$ cat src/rtl/timer.sv
// On-delay (TON) timer: hit_target asserts once `in` has been high for
// `target` consecutive rising edges; any low on `in` restarts the timing.
module timer #(
  parameter int WIDTH = 21
) (
  input  logic             clk,
  input  logic             reset,
  input  logic [WIDTH-1:0] target,
  input  logic             in,
  output logic             hit_target
);

  logic [WIDTH-1:0] count;
  logic             elapsed;

  // Compares against the live target. Lowering target below count is
  // therefore seen at once, and a raised target resumes from count.
  assign elapsed = (count >= target);

  // NOTE: sequential state uses non-blocking assignments, so every
  // always_ff reads the pre-edge values regardless of process ordering.
  always_ff @(posedge clk) begin
    if (reset) begin
      count <= '0;
    end else if (!in) begin
      count <= '0;
    end else if (!elapsed) begin
      count <= count + 1'b1;
    end
    // Once elapsed, count holds. The increment only happens while
    // count < target, so count can never wrap, even at target = 2^WIDTH-1.
  end

  // Combinational from the live `in`. The permissive therefore drops in the
  // same cycle `in` falls. With target = 0 this is a pure pass-through, and
  // that holds during reset as well.
  assign hit_target = in & elapsed;

endmodule

$ cat config.mk
export PLATFORM = sky130hd
export DESIGN_NAME = timer
export DESIGN_NICKNAME = d
export VERILOG_FILES = /design/src/rtl/timer.sv
export SDC_FILE = /design/constraint.sdc
export NUM_CORES = 1
export LEC_CHECK = 0
export BUFFER_PORTS_ARGS = -buffer_cell sky130_fd_sc_hd__buf_2
export CELL_PAD_IN_SITES_DETAIL_PLACEMENT = 0
export CELL_PAD_IN_SITES_GLOBAL_PLACEMENT = 2
export CORE_MARGIN = 2
export CORE_UTILIZATION = 29
export CTS_CLUSTER_SIZE = 16
export DETAILED_ROUTE_END_ITERATION = 6
export PLACE_DENSITY = 0.84
export REMOVE_ABC_BUFFERS = 1
export SYNTH_ARGS = -nofsm -noshare
export SYNTH_HDL_FRONTEND = slang
export SYNTH_SLANG_ARGS = --single-unit
$ cat constraint.sdc
create_clock -name clk -period 2.5 [get_ports clk]
set_input_delay 0.375 -clock clk [delete_from_list [all_inputs] [get_ports clk]]
set_output_delay 0.375 -clock clk [all_outputs]
set_load 0.01 [all_outputs]
* Yosys cells after proc, flatten, opt, wreduce, memory -nomap -nowiden
Cells that the tools add are included.
** Operators by class
- Magnitude comparators :: 1
- Reductions and logical operators :: 1
- Bitwise operators :: 2
- $add $sub $neg :: 1
** Operator list (count)
- $add A21 B1 Y21 const B :: 1
- $ge A21 B21 Y1 :: 1
- $reduce_or A2 Y1 :: 1
- $and A1 B1 Y1 :: 1
- $not A1 Y1 :: 1
** Storage, ports and cells
- Output and inout bits :: 1
- Register bits after elaboration :: 21

* Logic depth before layout (Yosys ltp)
Gate-level depths: netlist (run 1).
- Depth in word-level cells :: 2
- Mapped depth :: 10
- Depth with buffers taken out :: 8

* Worst setup path after synthesis (run 1)
Ideal clock, no wire load.
- Kind :: input-to-output
- From :: in target[10]
- To :: out hit_target
- Cell stages on the path :: 9
- Slack :: -0.008 ns
- Data required time :: 2.125 ns
- Arrival :: 2.133 ns
- Cell sequence :: inv_1 -> ha_1 -> a21o_1 -> a221o_1 -> a221oi_2 -> o211ai_2 -> clkbuf_1 -> clkbuf_1 -> and2_1
** On the way
- Word-level cells in the longest chain between the ends :: 2
** RTL lines
- start: declaration :: RTL line 8 : input logic [WIDTH-1:0] target,
- $ge A21 B21 Y1 :: RTL line 18 : assign elapsed = (count >= target);
- $and A1 B1 Y1 :: RTL line 37 : assign hit_target = in & elapsed;
- end: declaration :: RTL line 10 : output logic hit_target
Every way passes these cells.

* Worst setup path after layout (run 1)
- From :: reg count[10]
- To :: out hit_target
** On the way
- Word-level cells in the longest chain between the ends :: 2
** RTL lines
- start: declaration :: RTL line 13 : logic [WIDTH-1:0] count;
- start signal: assignment :: RTL line 28 : count <= count + 1'b1;
- $ge A21 B21 Y1 :: RTL line 18
- $and A1 B1 Y1 :: RTL line 37
Every way passes these cells.

==> flow_metrics.py, run 1 <==
metrics = {
    "pwr": {
        "power_density_mw_per_mm2": 302,
        "peakVddDrop_uv": 276,
        "leakagePower_nw": 0.876,
    },
    "cells_and_area": {
        "drive_gt1_share_pct": 32.3,
        "finalNetCount": 279,
        "regMostFlops": "count",
        "stdcell_area_mm2": 0.00206,
        "n_antenna_cell": 0,
        "largest_reg_flops": 21,
        "reg_top3": "count x21",
        "syn2layout_area_growth_pct": 33.8,
    },
    "yosys": {
        "ys_ff_latch": 21,
        "syn_area_mm2": 0.00154,
        "syn_inst": 198,
        "synth_area_leaders": "dfxtp_1 27%, ha_1 18%, a21oi_1 7.5%",
        "yosysTopAreaCellShare_pct": 27.3,
        "async_flop_share_pct": 0,
        "yosysSeqAreaShare_pct": 27.3,
        "yosys.area.top_type": "dfxtp_1",
        "avgSynthCellArea_um2": 7.79,
        "synth-edff-count": 0,
        "synthTopCellsByCount": "23 x a21oi_1, 23 x inv_1, 22 x ha_1, 21 x dfxtp_1, 17 x o21ai_0",
        "synthFlopType": "dfxtp_1",
        "synth_warnings": 0,
        "synth_cell_types": 36,
    },
    "die": {
        "die_h_um": 76.9,
        "die_x_um": 76.9,
        "io_pins": 25,
        "initial_utilization_pct": 30.2,
        "placementRows": 26,
        "dieArea_mm2": 0.00591,
        "core_mm2": 0.00511,
    },
    "worst_setup_path": {
        "reg2reg_depth": 10,
        "arrival_ns": 2.09,
        "critPathKind": "reg -> out",
        "cp_max_fo": 4,
        "start_kind": "flop",
        "r2r_slack_ns": 0.07,
        "cp-startpoint": "count[10]",
        "critPathCaptureType": "primary output",
        "endpoint": "hit_target",
        "required_ns": 2.12,
        "rr_startpoint": "count[10]",
        "r2r-end": "count[10]",
    },
    "cts": {
        "cts_root_buffer": "clkbuf_8",
        "cts.sinks": 21,
        "cts_tree": "built",
        "clk_latency_ns": 0.26,
        "htreeDepth": 1,
        "cts_max_path_buffers": 2,
        "clk_pin_slew_worst_paths_ns": 0.08,
        "hold_buffers": 0,
        "numCtsBuffers": 3,
    },
    "global_routing": {
        "antenna_found_initial": 0,
        "first_global_vias": 1431,
        "overflow": 0,
        "grt.total_usage_pct": 13.2,
        "grt_pass1_wl_mm": 6.48,
        "grt_max_degree": 12,
    },
    "sta": {
        "fin_hold_ws_ns": 0.423,
        "hold_viol": 0,
        "setup_viol": 0,
        "rsz0062_at_grt": "true",
        "skew_ns": 0.000986,
        "fin_tns_setup_ns": 0,
        "finalMaxSlewViolations": 0,
        "max_freq_mhz": 406,
        "period_needed_ns": 2.46,
        "maxSlewHeadroom_pct": 60.1,
        "finalCritPeriodShare_pct": 98.6,
        "setup_slack_ns": 0.0362,
        "tightest_slew_ns": 0.598,
    },
    "routing": {
        "wl_per_cell_um": 11.9,
        "dr_wl_met3_um": 61,
        "routed_via_density": 4.88,
        "final_antenna_net_count": 0,
        "routed_wl_mm": 3.60,
        "met1_length_mm": 1.85,
        "drtIter0Drc": 56,
        "maxUsedRoutingLayer": "met4",
        "drcViolationCount": 0,
        "detailroute.via_count": 1474,
        "first_pass_iters": 4,
        "wl_met2_mm": 1.66,
    },
    "place": {
        "io_buffers": 24,
        "gp_congestion": 0.748,
        "hpwl_mm": 2.75,
        "dpl_cell_area_mm2": 0.00180,
        "pre_cts_slack_ns": -0.0406,
    },
    "hold_path": {
        "hold_class": "in -> reg",
    },
    "flow_run": {
        "cap_violations": 0,
    },
    "outcome": {
        "status": "finished clean",
    },
}
logic make-up (layout without fill, tap and decap cells):
family                   count (synthesis)  in the layout  synth area share (%)
AND/OR/NAND/NOR                         70             70                  25.8
AO/OA/AOI/OAI                           53             53                  20.4
buffers and inverters                   31             65                  8.12
adder cells (fa/ha/maj)                 22             22                  17.9
flip-flops                              21             21                  27.3
XOR/XNOR                                 1              1                 0.568
final cells by class:
| class | instances | area [um^2] |
|---|---|---|
| multi-input cells | 146 | 1130 |
| inverters | 23 | 86.3 |
| clock buffers | 4 | 45.0 |
| flip-flops and latches | 21 | 432 |
| well taps | 70 | 87.6 |
| fillers | 543 | 3040 |
| repair buffers | 38 | 285 |
how the worst min path moves through the flow:
stage | from | endpoint | slack, ns | depth (start not counted)
floorplan | count[12] | count[12] | 0.46 | 2
global placement | count[12] | count[12] | 0.49 | 2
detailed placement | count[12] | count[12] | 0.49 | 2
CTS | reset | count[20] | 0.42 | 3
global route | reset | count[20] | 0.44 | 3
finish | reset | count[20] | 0.42 | 3
metal layers:
metal	up-vias	track usage (%)
met3	2	2.47
li1	788	-
met1	674	17.9
met5	-	0
met2	10	22.4
met4	0	1.64
power breakdown:
part | internal [W] | switching, W
Clock | 0.000113 | 0.000111
Combinational | 0.0000317 | 0.0000327
Sequential | 0.000334 | 0.00000159
through the flow:
stage | util (%) | total power, W | instances
floorplan | - | 0.000376 | 190
global placement | 35.3 | 0.000403 | 293
detailed placement | 35.3 | 0.000404 | 293
CTS | 38.4 | 0.000635 | 302
global route | 40.4 | 0.000663 | 302
finish | 40.4 | 0.000624 | 302
cell usage in the layout, fill, tap and decap left out, drive strengths merged, types with 2 or more instances in the layout:
cell type	Yosys	layout
a21oi	23	23
o211ai	2	2
clkbuf	5	4
or4	5	5
o31ai	4	4
buf	3	37
and3	4	4
or3	15	15
and2	3	3
o21ai	17	17
ha	22	22
nor4	2	2
nand3	8	8
nand2b	2	2
dfxtp	21	21
nand4	9	9
nor2	4	4
nand2	14	14
inv	23	23
repair_timing:
action                     4_1_cts  5_1_grt
pin swaps                        6       24
setup endpoints to repair        1       21
hold endpoints to repair         0        0
cloned                           1        0
gates resized for setup         12       25
buffers inserted                 4        0
worst max-delay path: stages (launching register included):
cell      delay (ns)
dfxtp_4         0.37
ha_4            0.21
a21o_1          0.15
a221o_1         0.33
a221oi_2        0.23
o211ai_2        0.16
buf_12          0.16
and2_4          0.13
buf_6           0.11
(Power assumes the default switching activity.)
==> inputs of run 2 (changes only) <==
==> constraint.sdc (replaced) <==
create_clock -name clk -period 2.05 [get_ports clk]
set_input_delay 0.3075 -clock clk [delete_from_list [all_inputs] [get_ports clk]]
set_output_delay 0.3075 -clock clk [all_outputs]
set_load 0.01 [all_outputs]
==> run 2 against run 1 <==
The flow now finishes with violations (setup timing). Register-to-register slack lost 0.42 ns. First-iteration DRC count grew 57%. Clock-buffer cell count is the same. Via count grew 5.4%. Clock skew is essentially flat. Routed wire length grew 0.95%. Critical endpoint unchanged.
==> flow_metrics.py, run 2 (synthesis gave the netlist of run 1 again) <==
metrics = {
    "sta": {
        "rsz0062_at_grt": "true",
        "setup_viol": 22,
        "max_freq_mhz": 414,
        "finalMaxSlewViolations": 0,
        "tightest_slew_ns": 0.654,
        "maxSlewHeadroom_pct": 56.4,
        "hold_viol": 0,
        "period_needed_ns": 2.41,
        "finalCritPeriodShare_pct": 118,
        "fin_tns_setup_ns": -6.38,
        "setup_slack_ns": -0.364,
        "skew_ns": 0.00131,
    },
    "worst_setup_path": {
        "endpoint": "hit_target",
        "cpLargestDelayFamily": "compound AO/OA/AOI/OAI gates",
        "path_buf_inv": 2,
        "slowest_stage": "dfxtp_2",
        "crit_cells": 8,
        "slowest_delay_ns": 0.37,
        "arrival_ns": 2.11,
        "cp-startpoint": "count[10]",
        "r2r-end": "count[12]",
        "required_ns": 1.74,
        "reg2reg_depth": 8,
        "critPathCaptureType": "primary output",
        "r2r_slack_ns": -0.35,
        "rr_startpoint": "count[10]",
        "start_kind": "flop",
        "critical_path.most_common_cell": "buf_6",
        "cp_max_fo": 2,
        "crit_chain": "ha_4 -> a21o_1 -> a221o_1 -> a221oi_2 -> o211ai_4 -> buf_6 -> and2_4 -> buf_6",
        "critPathKind": "reg -> out",
    },
    "routing": {
        "drcViolationCount": 0,
        "first_pass_iters": 4,
        "routed_wl_mm": 3.63,
        "wl_per_cell_um": 11.0,
        "detailroute.via_count": 1553,
        "final_antenna_net_count": 0,
        "drtIter0Drc": 88,
        "routed_via_density": 4.69,
    },
    "die": {
        "io_pins": 25,
        "core_mm2": 0.00511,
        "dieArea_mm2": 0.00591,
        "die_h_um": 76.9,
        "placementRows": 26,
        "initial_utilization_pct": 30.2,
        "die_x_um": 76.9,
    },
    "outcome": {
        "violations": "setup timing",
        "status": "finished with violations",
    },
    "cells_and_area": {
        "final_cell_mix": "40 x buf_4, 23 x inv_1, 23 x buf_2",
        "layout_commonest_cell": "buf_4",
        "nFillCells": 530,
        "finalNetCount": 308,
        "drive_gt1_share_pct": 34.5,
        "reg_top3": "count x21",
        "stdcell_count": 331,
        "largest_reg_flops": 21,
        "n_antenna_cell": 0,
        "syn2layout_area_growth_pct": 42.0,
        "regArea_um2": 424,
        "regMostFlops": "count",
        "multiInputGateArea_mm2": 0.00109,
    },
    "global_routing": {
        "antenna_found_initial": 0,
        "first_global_vias": 1455,
        "grt_pass1_wl_mm": 6.51,
        "grt_max_degree": 13,
        "overflow": 0,
        "grt.total_usage_pct": 13.4,
    },
    "place": {
        "io_buffers": 24,
        "gp_congestion": 0.784,
        "hpwl_mm": 2.87,
        "dpl.cell_count": 324,
    },
    "pwr": {
        "peakVddDrop_uv": 246,
        "leakagePower_nw": 0.995,
        "power_density_mw_per_mm2": 351,
    },
    "cts": {
        "cts_max_path_buffers": 2,
        "cts_tree": "built",
        "hold_buffers": 0,
        "clk_latency_ns": 0.25,
        "htreeDepth": 1,
        "numCtsBuffers": 3,
        "clk_pin_slew_worst_paths_ns": 0.08,
        "cts.sinks": 21,
        "cts_root_buffer": "clkbuf_8",
    },
    "hold_path": {
        "hold_class": "in -> reg",
    },
    "flow_run": {
        "cap_violations": 0,
    },
}
run 2: cell type report:
type	instances	share of cell area [%]
clock buffers	4	2.06
well taps	70	4.00
inverters	23	3.94
flip-flops and latches	21	19.4
repair buffers	67	21.0
multi-input cells	146	49.6
run 2: what timing repair did:
action	CTS	global route
gates resized for setup	13	11
hold endpoints to repair	0	0
setup buffers	3	0
setup endpoints to repair	22	22
pin swaps	7	2
run 2: stage by stage:
stage	setup slack, ns	utilization [%]	power (W)	hold WS (ns)	instance area [um^2]
floorplan	-0.502	-	0.000459	0.464	1500
global placement	-0.427	39.4	0.000499	0.595	2010
detailed placement	-0.444	39.4	0.000501	0.596	2010
CTS	-0.408	41.9	0.000782	0.360	2140
global route	-0.433	42.9	0.000816	0.374	2190
finish	-0.364	42.9	0.000768	0.363	2190
run 2: where the power goes:
part / switching, W / total, W / internal, W
logic: 0.0000415 / 0.0000855 / 0.0000440
registers: 0.000000951 / 0.000410 / 0.000409
clock network: 0.000134 / 0.000272 / 0.000138
total: 0.000176 / 0.000768 / 0.000592
run 2: worst min-delay path by stage:
stage	end	cells past startpoint	slack, ns	from
after CTS	count[20]	3	0.36	reset
after global routing	count[20]	3	0.37	reset
final	count[20]	3	0.36	reset
after global placement	count[12]	3	0.59	count[12]
after detailed placement	count[1]	3	0.60	count[1]
after floorplan	count[12]	2	0.46	count[12]
run 2: metal layers:
layer	track usage [%]	share of wire (%)	vias up
met4	1.64	0.22	0
met5	0	0	-
met3	2.47	2.5	2
li1	-	-	848
met1	18.0	52	688
met2	22.7	46	15
run 2: worst min-delay path, stage by stage:
cell and delay [ns]:
buf_2 0.08, nor2b_1 0.08, o21a_1 0.11
==> inputs of run 3 (changes only) <==
--- a/config.mk
+++ b/config.mk
@@ -8,10 +8,12 @@
 export BUFFER_PORTS_ARGS = -buffer_cell sky130_fd_sc_hd__buf_2
 export CELL_PAD_IN_SITES_DETAIL_PLACEMENT = 0
 export CELL_PAD_IN_SITES_GLOBAL_PLACEMENT = 2
+export CORE_ASPECT_RATIO = 2
 export CORE_MARGIN = 2
 export CORE_UTILIZATION = 29
 export CTS_CLUSTER_SIZE = 16
 export DETAILED_ROUTE_END_ITERATION = 6
+export GPL_TIMING_DRIVEN = 0
 export PLACE_DENSITY = 0.84
 export REMOVE_ABC_BUFFERS = 1
 export SYNTH_ARGS = -nofsm -noshare
==> run 3 against run 2 <==
The flow still finishes with violations (setup timing). Register-to-register slack worse by 0.03 ns. Cell count is 10% lower. Setup slack lost 0.030 ns. Final area is essentially flat. Utilization is 0.24 points lower. Maximum frequency shrank 1.2%. Global-route usage increased by 1.6 points. Clock-buffer cell count stayed put. Critical endpoint unchanged.
==> flow_metrics.py, run 3 (synthesis gave the netlist of run 1 again) <==
metrics = {
    "hold_path": {
        "hold_class": "in -> reg",
        "holdPathEnd": "count[20]",
        "whs_path_depth": 3,
        "hold_start": "reset",
    },
    "worst_setup_path": {
        "r2r-end": "count[14]",
        "arrival_ns": 2.14,
        "start_kind": "flop",
        "cp_max_fo": 2,
        "crit_chain": "ha_4 -> and2_4 -> a221o_1 -> a221oi_4 -> o211ai_4 -> and2_1 -> buf_2",
        "r2r_slack_ns": -0.38,
        "rr_startpoint": "count[12]",
        "slowest_stage": "a221o_1",
        "reg2reg_depth": 8,
        "slowest_delay_ns": 0.37,
        "critPathCaptureType": "primary output",
        "required_ns": 1.74,
        "critPathKind": "reg -> out",
    },
    "routing": {
        "drtIter0Drc": 15,
        "detailroute.via_count": 1600,
        "routed_wl_mm": 4.42,
        "final_antenna_net_count": 0,
        "drcViolationCount": 0,
        "routed_via_density": 5.39,
        "first_pass_iters": 4,
        "wl_per_cell_um": 14.9,
    },
    "cts": {
        "clk_pin_slew_worst_paths_ns": 0.08,
        "hold_buffers": 0,
        "cts_root_buffer": "clkbuf_8",
        "clk_latency_ns": 0.26,
        "cts.sinks": 21,
        "cts_max_path_buffers": 2,
        "cts_tree": "built",
        "numCtsBuffers": 3,
        "htreeDepth": 1,
    },
    "pwr": {
        "leakagePower_nw": 0.870,
        "peakVddDrop_uv": 209,
        "power_density_mw_per_mm2": 355,
        "power_w": 0.000777,
    },
    "global_routing": {
        "first_global_vias": 1556,
        "grt.total_usage_pct": 15.0,
        "grt_pass1_wl_mm": 7.12,
        "antenna_found_initial": 0,
        "grt_max_degree": 22,
        "overflow": 0,
    },
    "sta": {
        "hold_viol": 0,
        "setup_viol": 22,
        "max_freq_mhz": 409,
        "finalCritPeriodShare_pct": 119,
        "tightest_slew_ns": 0.799,
        "maxSlewHeadroom_pct": 46.7,
        "period_needed_ns": 2.44,
        "finalMaxSlewViolations": 0,
        "rsz0062_at_grt": "true",
        "setup_slack_ns": -0.395,
        "skew_ns": 0.00433,
    },
    "place": {
        "gp_congestion": 0.764,
        "hpwl_mm": 2.75,
        "io_buffers": 24,
        "dpl.cell_count": 272,
        "dpl_cell_area_mm2": 0.00170,
    },
    "cells_and_area": {
        "reg_top3": "count x21",
        "stdcell_area_mm2": 0.00219,
        "syn2layout_area_growth_pct": 42.1,
        "multiInputGateArea_mm2": 0.00125,
        "fin_util_pct": 42.6,
        "stdcell_count": 297,
        "n_antenna_cell": 0,
        "final_cell_mix": "24 x buf_2, 23 x inv_1, 21 x a21oi_1",
        "layout_commonest_cell": "buf_2",
        "finalNetCount": 286,
        "regArea_um2": 444,
        "largest_reg_flops": 21,
        "regMostFlops": "count",
        "drive_gt1_share_pct": 34.7,
        "nFillCells": 526,
    },
    "die": {
        "core_mm2": 0.00514,
        "die_h_um": 107,
        "io_pins": 25,
        "placementRows": 37,
        "die_x_um": 55.6,
        "initial_utilization_pct": 30.0,
        "dieArea_mm2": 0.00595,
    },
    "outcome": {
        "violations": "setup timing",
        "status": "finished with violations",
    },
    "flow_run": {
        "cap_violations": 0,
    },
}
==> run 3: cell count changes in the layout (fill, tap and decap cells not counted), moves of 4 or more <==
| cell | previous run | this run |
|---|---|---|
| buf_4 | 40 | 10 |
| dfxtp_1 | 18 | 8 |
| dfxtp_2 | 3 | 10 |
| ha_1 | 19 | 14 |
| ha_4 | 3 | 8 |
| a21oi_1 | 17 | 21 |
| a21oi_2 | 6 | 2 |
| o211ai_4 | 1 | 5 |
==> run 3: repair_timing <==
action	CTS	global route
setup buffers	9	8
endpoints found under the setup margin	22	22
gates resized for setup	25	25
pin swaps	22	18
cloned	2	2
hold endpoints to repair	0	0
==> run 3: final cells by class <==
class / instances / share of cell area [%]
multi-input combinational: 150 / 57.1
sequential: 21 / 20.3
clock buffer: 4 / 2.06
inverter: 23 / 3.94
tap: 58 / 3.31
timing repair buffer: 41 / 13.3
==> run 3: worst max-delay path, delay by kind of cell (launching register included) <==
kind / cells / cell delay, ns
AOI/OAI and AO/OA: 3 / 0.86
adders and majority gates: 1 / 0.21
buffers and inverters: 1 / 0.13
DFF: 1 / 0.36
and+or+nand+nor: 2 / 0.31
==> run 3: metrics by stage <==
stage / setup WS (ns) / setup TNS, ns / hold slack [ns]
after floorplan: -0.502 / -7.80 / 0.464
after global placement: -1.04 / -19.73 / 0.493
after detailed placement: -1.06 / -20.18 / 0.498
after CTS: -0.430 / -8.00 / 0.335
after global routing: -0.464 / -7.55 / 0.361
final: -0.395 / -5.91 / 0.349
==> run 3: worst max-delay path by stage <==
stage          startpoint         end  depth (start not counted)
2_1_floorplan  target[10]   count[15]                          8
3_3_place_gp   target[10]   count[12]                          9
3_5_place_dp   target[10]   count[15]                          9
4_1_cts         count[12]  hit_target                          7
5_1_grt         count[12]  hit_target                          7
6_report        count[12]  hit_target                          7
==> run 3: routing by layer <==
metal	part of all wire (%)	up-vias	global-route usage [%]
met4	3.0	0	8.71
met5	0	-	0
met2	57	30	29.1
met1	38	741	14.9
li1	-	817	-
met3	2.3	12	1.33
==> run 3: where the power goes <==
| part | internal, W | switching [W] | total [W] |
|---|---|---|---|
| Clock | 0.000139 | 0.000144 | 0.000283 |
| Sequential | 0.000405 | 0.00000225 | 0.000408 |
| Combinational | 0.0000433 | 0.0000433 | 0.0000866 |
| Total | 0.000588 | 0.000189 | 0.000777 |
